File: src/rtl/btn_event_capture.sv
// Push-button conditioner: 2-FF synchroniser, per-bit debounce FSM, press-edge pulse,
// and sticky write-1-to-clear event/overrun flags for firmware polling.
module btn_event_capture #(
  parameter int N_BTN     = 4,
  parameter int DB_CYCLES = 4,
  parameter int CNT_W     = 3
) (
  input  logic             clk,
  input  logic             reset,
  input  logic [N_BTN-1:0] btn_raw,
  input  logic             clr_en,
  input  logic [N_BTN-1:0] clr_mask,
  output logic [N_BTN-1:0] btn_level,
  output logic [N_BTN-1:0] btn_pulse,
  output logic [N_BTN-1:0] btn_event,
  output logic [N_BTN-1:0] overrun
);

  localparam logic [CNT_W-1:0] CNT_LAST = CNT_W'(DB_CYCLES - 1);
  localparam logic [CNT_W-1:0] CNT_ONE  = CNT_W'(1);

  typedef enum logic [1:0] {IDLE_LO, WAIT_HI, IDLE_HI, WAIT_LO} db_state_t;

  logic [N_BTN-1:0] sync1_reg, sync2_reg;
  logic [N_BTN-1:0] level_reg, level_next;
  logic [N_BTN-1:0] pulse_reg, pulse_next;
  logic [N_BTN-1:0] event_reg, event_next;
  logic [N_BTN-1:0] overrun_reg, overrun_next;
  logic [N_BTN-1:0] clr_hit;

  always_ff @(posedge clk or posedge reset) begin
    if (reset) begin
      sync1_reg <= '0;
      sync2_reg <= '0;
    end else begin
      sync1_reg <= btn_raw;
      sync2_reg <= sync1_reg;
    end
  end

  generate
    for (genvar gi = 0; gi < N_BTN; gi++) begin : g_db
      db_state_t        state_reg, state_next;
      logic [CNT_W-1:0] cnt_reg, cnt_next;
      logic             s2;
      logic             pulse_bit, level_bit;

      assign s2 = sync2_reg[gi];

      always_ff @(posedge clk or posedge reset) begin
        if (reset) begin
          state_reg <= IDLE_LO;
          cnt_reg   <= '0;
        end else begin
          state_reg <= state_next;
          cnt_reg   <= cnt_next;
        end
      end

      // Counter returns to 0 on every settle, so it never exceeds CNT_LAST.
      always_comb begin
        state_next = state_reg;
        cnt_next   = cnt_reg;
        case (state_reg)
          IDLE_LO: begin
            cnt_next = '0;
            if (s2) begin
              state_next = WAIT_HI;
              cnt_next   = CNT_ONE;
            end
          end
          WAIT_HI: begin
            if (!s2) begin
              state_next = IDLE_LO;
              cnt_next   = '0;
            end else if (cnt_reg == CNT_LAST) begin
              state_next = IDLE_HI;
              cnt_next   = '0;
            end else begin
              cnt_next = cnt_reg + CNT_ONE;
            end
          end
          IDLE_HI: begin
            cnt_next = '0;
            if (!s2) begin
              state_next = WAIT_LO;
              cnt_next   = CNT_ONE;
            end
          end
          WAIT_LO: begin
            if (s2) begin
              state_next = IDLE_HI;
              cnt_next   = '0;
            end else if (cnt_reg == CNT_LAST) begin
              state_next = IDLE_LO;
              cnt_next   = '0;
            end else begin
              cnt_next = cnt_reg + CNT_ONE;
            end
          end
          default: begin
            state_next = IDLE_LO;
            cnt_next   = '0;
          end
        endcase
      end

      always_comb begin
        pulse_bit = (state_reg == WAIT_HI) && s2 && (cnt_reg == CNT_LAST);
        level_bit = (state_next == IDLE_HI) || (state_next == WAIT_LO);
      end

      assign pulse_next[gi] = pulse_bit;
      assign level_next[gi] = level_bit;
    end
  endgenerate

  // A new press always wins over a same-cycle clear so no press is lost.
  always_comb begin
    clr_hit      = clr_en ? clr_mask : '0;
    event_next   = pulse_next | (event_reg & ~clr_hit);
    overrun_next = (pulse_next & event_reg & ~clr_hit) | (overrun_reg & ~clr_hit);
  end

  always_ff @(posedge clk or posedge reset) begin
    if (reset) begin
      level_reg   <= '0;
      pulse_reg   <= '0;
      event_reg   <= '0;
      overrun_reg <= '0;
    end else begin
      level_reg   <= level_next;
      pulse_reg   <= pulse_next;
      event_reg   <= event_next;
      overrun_reg <= overrun_next;
    end
  end

  assign btn_level = level_reg;
  assign btn_pulse = pulse_reg;
  assign btn_event = event_reg;
  assign overrun   = overrun_reg;

endmodule
File: config.mk
export PLATFORM = sky130hd
export DESIGN_NAME = btn_event_capture
export DESIGN_NICKNAME = d
export VERILOG_FILES = /design/src/rtl/btn_event_capture.sv
export SDC_FILE = /design/constraint.sdc
export NUM_CORES = 1
export LEC_CHECK = 0
export BUFFER_PORTS_ARGS = -buffer_cell sky130_fd_sc_hd__buf_4
export CAP_MARGIN = 30
export CELL_PAD_IN_SITES_DETAIL_PLACEMENT = 0
export CELL_PAD_IN_SITES_GLOBAL_PLACEMENT = 1
export CORE_UTILIZATION = 43
export CTS_CLUSTER_SIZE = 8
export DETAILED_ROUTE_END_ITERATION = 7
export PLACE_DENSITY = 0.77
export SLEW_MARGIN = 20
export SYNTH_ARGS = -nofsm -noshare
export SYNTH_HDL_FRONTEND = slang
export SYNTH_SLANG_ARGS = --single-unit
File: constraint.sdc
create_clock -name clk -period 1.65 [get_ports clk]
set_input_delay 0.165 -clock clk [delete_from_list [all_inputs] [get_ports clk]]
set_output_delay 0.165 -clock clk [all_outputs]
set_load 0.02 [all_outputs]
### Yosys cells after proc, flatten, opt, wreduce, memory -nomap -nowiden

Cells that the tools add are included.

* equal/unequal tests: 24
* bitwise operators: 7
* muxes and demuxes: 53
* $add $sub $neg: 4
* reduce and logical (&&, ||, !) cells: 16

Operators with widths (number)
* 2-bit two-way mux: 24
* 3-bit case mux with 4 select lines: 4
* 3-bit two-way mux: 12
* 2-bit == test, second input constant: 16
* 2-bit case mux with 4 select lines: 4
* 4-bit bitwise AND: 4
* 3-bit by 1-bit adder with 3-bit output, second input constant: 4
* 3-bit by 2-bit == test with 1-bit output, second input constant: 4
* 2-bit by 1-bit == test with 1-bit output, second input constant: 4
* 1-bit logical AND: 8
* 2-bit logical NOT: 4
* 1-bit two-way mux: 8
* 4-bit OR: 2
* 1-bit logical OR: 4
* 4-bit two-way mux: 1
* 4-bit NOT: 1

* output and inout bits: 16
* flip-flop bits (word level): 44

### Logic depth before layout (Yosys ltp)

* depth after elaboration: 6
* gate-level depth with buffers: 4
* mapped depth without buffers: 4

### Worst setup path before layout

No wires, ideal clock.

* kind: register to register
* start point: reg g_db[0].cnt_reg[0]
* end point: reg event_reg[0] (netlist: btn_event[0])
* data required time: 1.532 ns
* period minus slack after synthesis: 1.223 ns
* arrival: 1.105 ns
* cell stages (with the launch flop): 5
* setup time: 0.118 ns
* slack: 0.427 ns
* cell sequence: dfrtp_1 -> ha_1 -> and3b_1 -> and3_1 -> a21o_1

* word-level cells in the longest chain between the ends: 3

RTL lines
* start: declaration: RTL line 44 `logic [CNT_W-1:0] cnt_reg, cnt_next;`
* start signal: assignment: RTL line 56 `cnt_reg <= cnt_next;`
* 3-bit by 2-bit == test with 1-bit output: RTL line 109 `pulse_bit = (state_reg == WAIT_HI) && s2 && (cnt_reg == CNT_LAST);`
* 1-bit logical AND: RTL line 109
* net g_db[0].pulse_bit: RTL line 46 `logic pulse_bit, level_bit;`
* 4-bit OR: RTL line 121 `event_next = pulse_next | (event_reg & ~clr_hit);`
* net event_next[0]: RTL line 27 `logic [N_BTN-1:0] event_reg, event_next;`
* end signal: assignment: RTL line 134 `event_reg <= event_next;`
* end: declaration: RTL line 27

The timed path passes the listed nets, and every way through them passes these cells.

### Final worst setup path

* start point: reg g_db[3].cnt_reg[0]
* end point: reg event_reg[3] (netlist: btn_event[3])

* word-level cells in the longest chain between the ends: 3

RTL lines (RTL line)
* start: declaration: 44
* start signal: assignment: 56
* 3-bit by 2-bit == test with 1-bit output: 109
* 1-bit logical AND: 109
* net g_db[3].pulse_bit: 46
* 4-bit OR: 121
* net event_next[3]: 27

The timed path passes the listed nets, and every way through them passes these cells.

==> summary.md <==
| Metric | Value |
|---|---|
| Status | `completed` |
| Max FFs per register | `12` |
| Crit path capture type | `flop` |
| Syn Area/Cell | `14.01 um2` |
| Crit path to | `btn_event[3]` |
| Maximum fanout along the worst path | `6` |
| CP bufs+invs | `0` |
| Worst R2R End | `btn_event[3]` |
| Grt total ovfl | `0` |
| Final setup vio count | `0` |
| DIE WIDTH | `61.31 um` |
| Critical-path cell list | `ha_1 > and3b_1 > and3_1 > a21o_1` |
| Site Rows | `21` |
| N_diodes | `0` |
| Clock slew at reported path FFs | `100 ps` |
| Post-synthesis register bit count | `41` |
| Slew Viols, Final | `0` |
| Worst setup path start | `g_db[3].cnt_reg[0]` |
| Syn nets | `123` |
| Most frequent cells in the layout | `dfrtp_1, buf_4, dlygate4sd3_1` |
| Final hold vios | `0` |
| Area share of the largest cell type after synthesis | `0.6782` |
| Worst slew margin | `0.6895` |
| Max incr delay on CP | `400 ps` |
| Synth area leader | `dfrtp_1` |
| Total negative slack | `0 ps` |
| Total clock sinks | `41` |
| Final period utilization | `0.7839` |
| CP Launch Type | `flop` |
| Initial antenna violation count | `0` |
| Detailed placement HPWL | `1.791 mm` |
| FILL cells | `312` |
| Crit path kind | `flop to flop` |
| Worst Reg-to-Reg Cells | `4` |
| Routed Antenna Nets | `0` |
| Avg WL per Cell | `12.36 um` |
| Htree depth | `2` |
| Total power | `2.530 mW` |
| Commonest non-fill, non-tap cell in the layout | `dfrtp_1` |
| Sequential-to-total area share from yosys stat | `0.6782` |
| Hold Path Class | `input pin to flop` |
| Ranking of synthesized cells by area | `dfrtp_1, ha_1, nor3b_2` |
| Critical Path RT | `1900 ps` |
| First-pass GRT wire length | `4.264 mm` |
| Tot GR Track Use | `0.1651` |
| Min Tclk post-route | `1293 ps` |
| Worst R2R Start | `g_db[3].cnt_reg[0]` |
| Core ar. | `0.003363 mm2` |
| Clock Latency Late Sink | `340 ps` |
| Residual DRC | `0` |
| Critical path's top delay family | `simple AND/OR/NAND/NOR gates` |
| Via density per instance | `4.887` |
| Post-Synthesis Cells | `108` |
| Synth-to-layout area growth | `24.07%` |
| Setup bufs post-CTS | `0` |
| Layout Utilization | `0.5580` |
| Post-synthesis cell type count | `23` |
| Final RePlAce weighted congestion | `0.7125` |
| Worst vdd ir | `0.6285 mV` |
| Nets@finish | `162` |
| Max-cap violation count | `0` |
| Largest net degree at the start of global routing | `17` |
| CTS tree | `built` |
| Initial Utilization | `0.4498` |
| Clk_skew | `4.975 ps` |
| Synthesized cell area | `0.001513 mm2` |
| Worst Tran Pin Value | `465.2 ps` |
| First-pass iteration count of the detailed router | `2` |
| Crit-path slowest cell | `dfrtp_1` |
| Io pins | `27` |
| DR vias | `948` |
| Layout cells sized above 1 | `0.2770` |
| Post-cts resize count | `0` |
| Vias in the first global route | `949` |
| Register-to-register setup slack | `360 ps` |
| Leakage power | `0.9715 nW` |
| DRT iter0 DRCs | `31` |
| PD cells | `1348 mW/mm2` |
| # hold bufs at CTS | `7` |
| F_max | `0.7731 GHz` |
| DIE HEIGHT | `61.31 um` |
| Crit path DAT | `1540 ps` |
| Die ar. | `0.003759 mm2` |
| Final wirelength | `2.397 mm` |
| Yosys warnings | `0` |
| Clock Tree Root | `clkbuf_4` |
| CTS max path bufs | `2` |
| Unrepaired setup endpoints after global routing | `false` |
| Port Buffers | `26` |
| Cts bufs inserted | `5` |
| WP depth | `4` |
-- kinds of logic (layout without fill, tap and decap cells) --
| kind of cell | after synthesis | after routing | synth area share |
|---|---|---|---|
| flip-flops | 41 | 41 | 0.6782 |
| buffers and inverters | 7 | 47 | 0.02481 |
| XOR/XNOR | 5 | 5 | 0.02895 |
| AO/OA/AOI/OAI | 18 | 18 | 0.08271 |
| AND/OR/NAND/NOR | 31 | 31 | 0.1373 |
| multiplexers | 2 | 2 | 0.01489 |
| adder cells (fa/ha/maj) | 4 | 4 | 0.03309 |
-- Yosys cell counts (all sizes together) --
library cell / number
buf: 3
a41oi: 2
dfrtp: 41
nand3b: 4
nand2: 6
and3: 5
a21boi: 2
xor2: 3
mux2: 2
nand2b: 1
and4b: 3
xnor2: 2
o21a: 2
ha: 4
and3b: 2
o21ai: 4
nor2: 5
a21o: 4
and2: 2
inv: 4
a21oi: 4
nor3b: 3
-- power by group --
part	total, mW	internal [mW]	switching (mW)	leakage, nW
clock network	0.459	0.170	0.289	0.0265
logic	0.650	0.328	0.322	0.415
registers	1.42	1.24	0.182	0.530
total	2.53	1.74	0.793	0.971
-- worst min-delay path by stage --
stage	slack, ps	depth (start not counted)	endpoint	from
detailed placement	220	2	overrun[1]	reset
global route	30	2	overrun[3]	clr_en
floorplan	200	0	sync1_reg[0]	btn_raw[0]
finish	50	2	overrun[3]	clr_en
CTS	40	2	overrun[3]	clr_en
global placement	200	2	overrun[1]	reset
-- routing by layer --
layer | vias up | part of all wire | global-route usage
li1 | 451 | - | -
met1 | 474 | 0.45 | 0.2000
met2 | 17 | 0.48 | 0.2562
met3 | 6 | 0.042 | 0.06303
met4 | 0 | 0.025 | 0.08766
met5 | - | 0 | 0
-- per-stage QoR --
step | instance area (um2) | cells | hold WS [ps] | setup slack (ps)
floorplan | 1513 | 108 | 196.4 | 427.3
detailed placement | 1758 | 179 | 220.5 | 361.3
global placement | 1758 | 179 | 198.3 | 401.9
global route | 1877 | 194 | 27.95 | 251.9
CTS | 1877 | 194 | 42.20 | 355.2
finish | 1877 | 194 | 51.67 | 356.6
-- cell type report --
type,count,area [um2],share of cell area
well taps,46,57.56,0.03067
clock buffers,8,48.80,0.02600
repair buffers,35,280.3,0.1493
inverters,4,15.01,0.008000
flip-flops and latches,41,1026,0.5467
multi-input cells,60,449.2,0.2393
Power figures use the tool's default switching activity.
